$ cat src/rtl/yas_router_pkg.sv
// yas_router_pkg
// Shared definitions for the yas_router_core datapath:
//   - FSM state encoding (2-bit)
//   - header field slice helpers (len/dest split and remaining-count width)
//   - config address of the crc_en register
// Optional feature macro used by the core: YAS_ROUTER_BCAST_EN.
package yas_router_pkg;

  localparam logic [1:0] ST_IDLE_ENC = 2'd0;
  localparam logic [1:0] ST_FWD_ENC  = 2'd1;
  localparam logic [1:0] ST_CHK_ENC  = 2'd2;
  localparam logic [1:0] ST_DROP_ENC = 2'd3;

  typedef enum logic [1:0] {
    S_IDLE = ST_IDLE_ENC,
    S_FWD  = ST_FWD_ENC,
    S_CHK  = ST_CHK_ENC,
    S_DROP = ST_DROP_ENC
  } state_e;

  // Header = {len, dest}; dest occupies the low addr_w bits.
  function automatic int hdr_len_lsb(input int addr_w);
    return addr_w;
  endfunction

  function automatic int hdr_len_width(input int data_w, input int addr_w);
    return data_w - addr_w;
  endfunction

  // One extra bit so that len all-ones plus the check word still fits.
  function automatic int rem_width(input int data_w, input int addr_w);
    return data_w - addr_w + 1;
  endfunction

  // crc_en sits directly after the channel address registers.
  function automatic int cfg_crc_addr(input int num_ch);
    return num_ch;
  endfunction

endpackage

$ cat src/rtl/yas_router_out_slot.sv
// yas_router_out_slot
// One output channel: a data register plus its valid flag.
// Ports:
//   clk, rst_n   clock, asynchronous active-low reset
//   load_i       capture data_i and raise req_o this cycle
//   data_i       word to capture
//   ack_i        downstream accepts the held word when req_o && ack_i
//   data_o       held word
//   req_o        held word valid
//   ready_o      slot can take a new word this cycle
module yas_router_out_slot
  import yas_router_pkg::*;
#(
  parameter int DATA_WIDTH = 8
) (
  input  logic                  clk,
  input  logic                  rst_n,
  input  logic                  load_i,
  input  logic [DATA_WIDTH-1:0] data_i,
  input  logic                  ack_i,
  output logic [DATA_WIDTH-1:0] data_o,
  output logic                  req_o,
  output logic                  ready_o
);

  logic [DATA_WIDTH-1:0] data_q, data_d;
  logic                  req_q, req_d;

  // A word being acked this cycle frees the slot, so load and drain overlap.
  assign ready_o = ~req_q | ack_i;

  always_comb begin
    data_d = data_q;
    req_d  = req_q;
    if (load_i) begin
      data_d = data_i;
      req_d  = 1'b1;
    end else if (ack_i) begin
      req_d  = 1'b0;
    end
  end

  always_ff @(posedge clk or negedge rst_n) begin
    if (!rst_n) begin
      data_q <= '0;
      req_q  <= 1'b0;
    end else begin
      data_q <= data_d;
      req_q  <= req_d;
    end
  end

  assign data_o = data_q;
  assign req_o  = req_q;

endmodule

$ cat src/rtl/yas_router_core.sv
// yas_router_core
// Packet router: each packet's header selects every output channel whose
// address register equals the header dest field; the packet is copied to all
// of them in lock-step. Optional trailing XOR check word when crc_en is set.
// Ports:
//   clk, rst_n                 clock, asynchronous active-low reset
//   data_in/_req/_ack          input word stream
//   data_out/_req/_ack         NUM_CH output channels, channel c at [c*DATA_WIDTH +: DATA_WIDTH]
//   config_addr/_data/_en      register file: 0..NUM_CH-1 channel addr, NUM_CH crc_en
//   pkt_drop                   one-cycle pulse after a header matching no channel
//   crc_err                    one-cycle pulse after a bad check word
// Optional feature: define YAS_ROUTER_BCAST_EN to make dest all-ones address
// every channel.
module yas_router_core
  import yas_router_pkg::*;
#(
  parameter int DATA_WIDTH = 8,
  parameter int ADDR_WIDTH = 2,
  parameter int NUM_CH     = 3,
  parameter int CFG_AW     = 3
) (
  input  logic                         clk,
  input  logic                         rst_n,
  input  logic [DATA_WIDTH-1:0]        data_in,
  input  logic                         data_in_req,
  output logic                         data_in_ack,
  output logic [NUM_CH*DATA_WIDTH-1:0] data_out,
  output logic [NUM_CH-1:0]            data_out_req,
  input  logic [NUM_CH-1:0]            data_out_ack,
  input  logic [CFG_AW-1:0]            config_addr,
  input  logic [ADDR_WIDTH-1:0]        config_data,
  input  logic                         config_en,
  output logic                         pkt_drop,
  output logic                         crc_err
);

  localparam int LEN_LSB = hdr_len_lsb(ADDR_WIDTH);
  localparam int LEN_W   = hdr_len_width(DATA_WIDTH, ADDR_WIDTH);
  localparam int REM_W   = rem_width(DATA_WIDTH, ADDR_WIDTH);
  localparam logic [CFG_AW-1:0] CRC_ADDR = CFG_AW'(cfg_crc_addr(NUM_CH));

  // Config register file
  logic [ADDR_WIDTH-1:0] chaddr_q [NUM_CH];
  logic                  crc_en_q;

  // Packet state
  state_e                state_q, state_d;
  logic [REM_W-1:0]      rem_q, rem_d;
  logic [DATA_WIDTH-1:0] xor_q, xor_d;
  logic [NUM_CH-1:0]     mask_q, mask_d;
  logic                  crc_snap_q, crc_snap_d;
  logic                  pkt_drop_q, pkt_drop_d;
  logic                  crc_err_q, crc_err_d;

  logic [ADDR_WIDTH-1:0] hdr_dest;
  logic [LEN_W-1:0]      hdr_len;
  logic [NUM_CH-1:0]     addr_match;
  logic [NUM_CH-1:0]     hdr_mask;
  logic [NUM_CH-1:0]     ready;
  logic [NUM_CH-1:0]     load;

  assign hdr_dest = data_in[ADDR_WIDTH-1:0];
  assign hdr_len  = data_in[LEN_LSB +: LEN_W];

  genvar gi;
  generate
    for (gi = 0; gi < NUM_CH; gi++) begin : g_ch
      always_ff @(posedge clk or negedge rst_n) begin
        if (!rst_n) begin
          chaddr_q[gi] <= ADDR_WIDTH'(gi);
        end else if (config_en && (config_addr == CFG_AW'(gi))) begin
          chaddr_q[gi] <= config_data;
        end
      end

      assign addr_match[gi] = (hdr_dest == chaddr_q[gi]);

      yas_router_out_slot #(
        .DATA_WIDTH(DATA_WIDTH)
      ) u_slot (
        .clk     (clk),
        .rst_n   (rst_n),
        .load_i  (load[gi]),
        .data_i  (data_in),
        .ack_i   (data_out_ack[gi]),
        .data_o  (data_out[gi*DATA_WIDTH +: DATA_WIDTH]),
        .req_o   (data_out_req[gi]),
        .ready_o (ready[gi])
      );
    end
  endgenerate

`ifdef YAS_ROUTER_BCAST_EN
  assign hdr_mask = (&hdr_dest) ? {NUM_CH{1'b1}} : addr_match;
`else
  assign hdr_mask = addr_match;
`endif

  always_ff @(posedge clk or negedge rst_n) begin
    if (!rst_n) begin
      crc_en_q <= 1'b0;
    end else if (config_en && (config_addr == CRC_ADDR)) begin
      crc_en_q <= config_data[0];
    end
  end

  always_comb begin
    state_d     = state_q;
    rem_d       = rem_q;
    xor_d       = xor_q;
    mask_d      = mask_q;
    crc_snap_d  = crc_snap_q;
    pkt_drop_d  = 1'b0;
    crc_err_d   = 1'b0;
    data_in_ack = 1'b0;
    load        = '0;

    case (state_q)
      S_IDLE: begin
        // An unmatched header is swallowed without waiting on any channel.
        data_in_ack = data_in_req && ((hdr_mask == '0) || (&(ready | ~hdr_mask)));
        if (data_in_ack) begin
          // Snapshot routing and check mode so mid-packet writes wait a packet.
          mask_d     = hdr_mask;
          crc_snap_d = crc_en_q;
          if (hdr_mask != '0) begin
            load  = hdr_mask;
            rem_d = REM_W'(hdr_len);
            xor_d = data_in;
            if (hdr_len != '0) begin
              state_d = S_FWD;
            end else if (crc_en_q) begin
              state_d = S_CHK;
            end
          end else begin
            pkt_drop_d = 1'b1;
            rem_d      = REM_W'(hdr_len) + REM_W'(crc_en_q);
            if (rem_d != '0) begin
              state_d = S_DROP;
            end
          end
        end
      end
      S_FWD: begin
        data_in_ack = data_in_req && (&(ready | ~mask_q));
        if (data_in_ack) begin
          load  = mask_q;
          xor_d = xor_q ^ data_in;
          rem_d = rem_q - REM_W'(1);
          if (rem_q == REM_W'(1)) begin
            state_d = crc_snap_q ? S_CHK : S_IDLE;
          end
        end
      end
      S_CHK: begin
        data_in_ack = data_in_req && (&(ready | ~mask_q));
        if (data_in_ack) begin
          load      = mask_q;
          crc_err_d = (data_in != xor_q);
          state_d   = S_IDLE;
        end
      end
      S_DROP: begin
        data_in_ack = data_in_req;
        if (data_in_ack) begin
          rem_d = rem_q - REM_W'(1);
          if (rem_q == REM_W'(1)) begin
            state_d = S_IDLE;
          end
        end
      end
      default: state_d = S_IDLE;
    endcase
  end

  always_ff @(posedge clk or negedge rst_n) begin
    if (!rst_n) begin
      state_q    <= S_IDLE;
      rem_q      <= '0;
      xor_q      <= '0;
      mask_q     <= '0;
      crc_snap_q <= 1'b0;
      pkt_drop_q <= 1'b0;
      crc_err_q  <= 1'b0;
    end else begin
      state_q    <= state_d;
      rem_q      <= rem_d;
      xor_q      <= xor_d;
      mask_q     <= mask_d;
      crc_snap_q <= crc_snap_d;
      pkt_drop_q <= pkt_drop_d;
      crc_err_q  <= crc_err_d;
    end
  end

  assign pkt_drop = pkt_drop_q;
  assign crc_err  = crc_err_q;

endmodule

$ cat config.mk
export PLATFORM = sky130hd
export DESIGN_NAME = yas_router_core
export DESIGN_NICKNAME = d
export VERILOG_FILES = /design/src/rtl/yas_router_pkg.sv /design/src/rtl/yas_router_out_slot.sv /design/src/rtl/yas_router_core.sv
export SDC_FILE = /design/constraint.sdc
export NUM_CORES = 1
export LEC_CHECK = 0
export ABC_AREA = 0
export BUFFER_PORTS_ARGS = -buffer_cell sky130_fd_sc_hd__buf_2
export CORE_AREA = 2 2 105 107
export CTS_CLUSTER_SIZE = 12
export DETAILED_ROUTE_END_ITERATION = 8
export DIE_AREA = 0 0 107 109
export GPL_TIMING_DRIVEN = 0
export PLACE_DENSITY_LB_ADDON = 0.3
export RECOVER_POWER = 50
export SETUP_SLACK_MARGIN = 0.2
export SYNTH_ARGS = -nofsm -noshare
export SYNTH_HDL_FRONTEND = slang
export SYNTH_SLANG_ARGS = --single-unit
$ cat constraint.sdc
create_clock -name clk -period 7.08 [get_ports clk]
set_input_delay 0.708 -clock clk [delete_from_list [all_inputs] [get_ports clk]]
set_output_delay 0.708 -clock clk [all_outputs]
set_load 0.02 [all_outputs]
Word level (Yosys, flattened, before mapping)
Index checks and enable logic that the tools add are counted.
- $add $sub $neg: 2
- equal/unequal tests: 20
- muxes and demuxes: 37
- bitwise operators: 11
- reductions and logical operators: 25
- operator list (operator ; count):
    7-bit two-way mux ; 4
    8-bit two-way mux ; 3
    2-bit two-way mux ; 11
    7-bit case mux with 3 select lines ; 1
    8-bit case mux with 2 select lines ; 1
    2-bit inequality test (second input constant) ; 7
    1-bit two-way mux ; 11
    3-bit two-way mux ; 3
    8-bit inequality test ; 1
    2-bit case mux with 4 select lines ; 1
    4-bit AND reduction ; 2
    8-bit AND reduction ; 1
    2-bit nonzero test ; 4
    8-bit bitwise XOR ; 1
    6-bit by 1-bit adder with 7-bit output ; 1
    7-bit by 1-bit == test with 1-bit output (second input constant) ; 1
    7-bit nonzero test ; 1
    7-bit by 1-bit subtractor with 7-bit output (second input constant) ; 1
    2-bit == test ; 3
    3-bit by 2-bit == test with 1-bit output (second input constant) ; 2
    1-bit logical AND ; 6
    3-bit zero test ; 2
    3-bit NOT ; 2
    3-bit OR ; 2
    16 further kinds ; 23
- register bits: 57
- input bits: 20
- output and inout port bits: 30
- word-level logic and storage cells: 112

Logic depth before layout (Yosys ltp)
- word-level depth: 9
- depth in mapped cells: 10
- gate-level depth less buffers: 7

Modules after synthesis
A second synthesis with hierarchy kept.
- cell total of the unflattened synthesis: 288
- area, all modules: 3181.8 um^2
- modules (own cells, without submodules) (module ; instances ; cells each ; area each (um^2) ; seq. area each (um^2)):
    yas_router_core ; 1 ; 228 ; 2074.5 ; 753.2
    yas_router_out_slot ; 3 ; 20 ; 369.1 ; 225.2

Worst setup path before layout
Ideal clock, no wire load.
- path type: in2reg
- start point: in data_in[1]
- end point: reg g_ch[0].u_slot.data_q[2]
- library setup time: 0.125 ns
- arrival time: 2.762 ns
- data required time: 6.955 ns
- path slack: 4.193 ns
- cell stages on the path: 8
- path buffers: 2
- cells stage by stage: buf_4 > xor2_1 > nor4b_1 > or4_1 > buf_2 > or3_4 > a21oi_4 > mux2_2
- cells in the longest elaborated chain, start to end: 8
- elaborated cells between the ends (all ways): 13
- those cells by class: eq/ne (3); mux (3); bitwise (2); reduce/logical (5)
- ends and longest elaborated chain (item ; RTL line ; RTL):
    start, declared ; yas_router_core.sv:24 ; input logic [DATA_WIDTH-1:0] data_in,
    2-bit == test ; yas_router_core.sv:76 ; assign addr_match[gi] = (hdr_dest == chaddr_q[gi]);
    3-bit NOT ; yas_router_core.sv:121 ; data_in_ack = data_in_req && ((hdr_mask == '0) || (&(ready | ~hdr_mask)));
    3-bit OR ; yas_router_core.sv:121 ;
    3-bit AND reduction ; yas_router_core.sv:121 ;
    1-bit logical OR ; yas_router_core.sv:121 ;
    1-bit logical AND ; yas_router_core.sv:121 ;
    3-bit two-way mux * ; yas_router_core.sv:122 ; if (data_in_ack) begin
    3-bit case mux with 2 select lines * ; yas_router_core.sv:118 ; case (state_q)
    end signal, assigned ; yas_router_out_slot.sv:48 ; data_q <= data_d;
    end, declared ; yas_router_out_slot.sv:26 ; logic [DATA_WIDTH-1:0] data_q, data_d;
Every way passes the cells marked *; elsewhere a longest branch is shown, timed or not.
A chain may end at the register's enable or synchronous reset.

==> out/qor.csv <==
stage,metric,value,unit
critical_path,cp_slowest_cell,clkbuf_1,
clocking,root_buffer,clkbuf_8,
routing,routed_wl,7234,µm
routing,viasPerCell,4.857,
final_layout,multi_input_area,1567,µm²
critical_path,critPathMaxStageDelay,2.14,ns
sta,slew_headroom,-104.8,%
synth,yosysWarnings,0,
synth,synth_fp_nets,313,
routing,vias,2346,
floorplan,die_height,109,µm
final_layout,final_cell_mix,"dfrtp_1, buf_2, mux2_2",
routing,ant_nets,0,
critical_path,critPathArrivalTime,2.87,ns
power_and_ir_drop,leakage,1.693,nW
clocking,clockBufferDepth,2,
clocking,path_clk_slew,0.07,ns
routing,drt_iter0_drc,89,
critical_path,cp_cell_sequence,clkbuf_1,
final_layout,final.fill_count,1068,
global_route,grt_pass1_vias,2310,
final_layout,seq_area,1429,µm²
critical_path,worstSetupStartpointType,input pin,
synth,yosys_most_used_dff,dfrtp_1,
sta,fin_hold_ws,0.4909,ns
routing,highest_layer,met4,
sta,finalSetupViolations,0,
floorplan,rows,38,
floorplan,coreArea,10600,µm²
sta,finalSetupTns,0,ns
critical_path,cp-end-kind,async pin,
floorplan,die_w,107,µm
place,portBuffers,44,
synth,syn-cell-area,3183,µm²
clocking,cts_tree,built,
global_route,grt_overflow,0,
clocking,cts.htree.levels,3,
clocking,postCtsSetupBuffers,0,
power_and_ir_drop,total_power,1.742,mW
synth,ys_seq_area_share,44.89,%
sta,skew,0.007358,ns
clocking,cts_resized,0,
critical_path,worst-setup-path-type,input pin to async pin,
final_layout,drive_gt1_share,34.11,%
sta,fin_crit,3.105,ns
routing,wl_per_cell,14.98,µm
floorplan,die-area,11660,µm²
final_layout,nets,368,
clocking,cts.sinks,57,
critical_path,worst-path-buf-inv,1,
run_status,status,finished with violations,
sta,rsz0062_at_grt,false,
synth,avgSynthCellArea,11.25,µm²
clocking,worstSkewPairLatency,0.34,ns
hold_path,hp-class,register to register,
sta,min_period_over_period,43.86,%
routing,dr.pass1.iters,4,
clocking,postCtsHoldBufs,0,
final_layout,stdcell_area,3807,µm²
floorplan,start_util,30.02,%
global_route,track_usage,12.96,%
synth,synth.distinct_cells,49,
critical_path,critPathTopFamily,buffers and inverters,
critical_path,cp.required,6.85,ns
place,dpl-instance-area,3578,µm²
place,place_congestion,0.7864,
routing,routed-wl-met2,3391,µm
final_layout,instances_no_fill,483,
clocking,cts_buffers,9,
routing,met1Wirelength,3528,µm
sta,maxSlewViolCount,58,
synth,async_flop_share,100.0,%
global_route,grt_max_degree,58,
final_layout,utilization,35.91,%
global_route,grt_pass1_wl,11680,µm
global_route,antenna_found_initial,0,
synth,syn-instance-count,283,
sta,fmaxAchievable,322.0,MHz
synth,synth-edff-count,0,
place,dp_hpwl,5223,µm
power_and_ir_drop,p_per_area,457.4,nW/µm²
routing,drc_errors,0,
final_layout,synthToLayoutAreaGrowth,19.61,%
place,dp.cells,467,
floorplan,boundaryPins,50,
power_and_ir_drop,peakVddDrop,205.4,µV
final_layout,diodes,0,
place,dpl_worst_slack,3.800,ns
run,drv_cap,1,
sta,fin_ws,3.975,ns
critical_path,crit_fanout,57,
final_layout,mostFrequentLayoutCell,dfrtp_1,
synth,ys_seq_elements,57,
sta,tightest_slew,3.071,ns
routing,met3_length,216,µm
run_status,violations,"max-capacitance violations, max-slew violations",
sta,hold_violations,0,
-- worst register-to-register path, cell delays in order, from the launching register on --
cell,delay [ns]
dfstp_2,0.54
xor2_1,0.24
nor4b_1,0.12
or4_1,0.50
buf_2,0.18
or3_4,0.36
a21oi_4,0.40
mux2_2,0.40
-- kinds of logic (layout without fill, tap and decap cells) --
logic type               after synthesis  count (layout)  share of synthesized area (%)
AND/OR/NAND/NOR                       81              81                          14.47
buffers and inverters                 27              87                          5.896
adder cells (fa/ha/maj)               10              10                          3.931
AO/OA/AOI/OAI                         54              54                          13.21
XOR/XNOR                              18              18                          4.953
flip-flops                            57              57                          44.89
multiplexers                          36              36                          12.66
-- registers in the layout (all words and copies together) (netlist names) --
signal,flops
g_ch.u_slot.data_o,24
crc_en_q,1
chaddr_q,6
crc_err,1
mask_q,3
pkt_drop,1
xor_q,8
rem_q,7
crc_snap_q,1
state_q,2
g_ch.u_slot.req_o,3
-- per-layer routing --
metal | vias up | global-route usage [%]
li1 | 1140 | -
met1 | 1161 | 17.25
met2 | 36 | 21.06
met3 | 9 | 2.869
met4 | 0 | 4.174
met5 | - | 0
-- cell type report --
type,instances,share of cell area (%)
multi-input combinational,199,41.14
sequential,57,37.53
timing repair buffer,44,5.422
tap,140,4.601
clock buffer,10,3.615
buffer,16,3.582
clock inverter,6,3.023
inverter,11,1.084
-- synth_stat cells, types with 6 or more instances --
cell type  instances  share of area, %
a21o_1             8               1.9
o221a_2            8               2.8
inv_1             11               1.3
nor4b_1            6               1.7
clkbuf_8           6               2.6
a21oi_1            7               1.1
xor2_1            18               5.0
ha_1              10               3.9
dfrtp_1           55                43
o21ai_0           10               1.6
mux2_2            34                12
nand2_1           30               3.5
nor2_1             7              0.83
-- where the power goes --
part | switching [mW] | internal, mW
registers | 0.105 | 0.473
logic | 0.429 | 0.345
clock network | 0.145 | 0.245
total | 0.679 | 1.06
-- worst paths after layout --
check	from	end	slack, ns	cells past startpoint
min in group asynchronous	rst_n	state_q[0]	1.38	1
worst max-delay path	rst_n	xor_q[4]	3.97	1
worst min-delay path	crc_snap_q	crc_snap_q	0.49	2
worst min register to register	crc_snap_q	crc_snap_q	0.49	2
max in group clk	data_in[1]	g_ch[0].u_slot.data_o[7]	4.14	8
worst max register to register	chaddr_q[2]	g_ch[0].u_slot.data_o[7]	4.22	7
No activity file was read; power rests on OpenSTA's default activity.
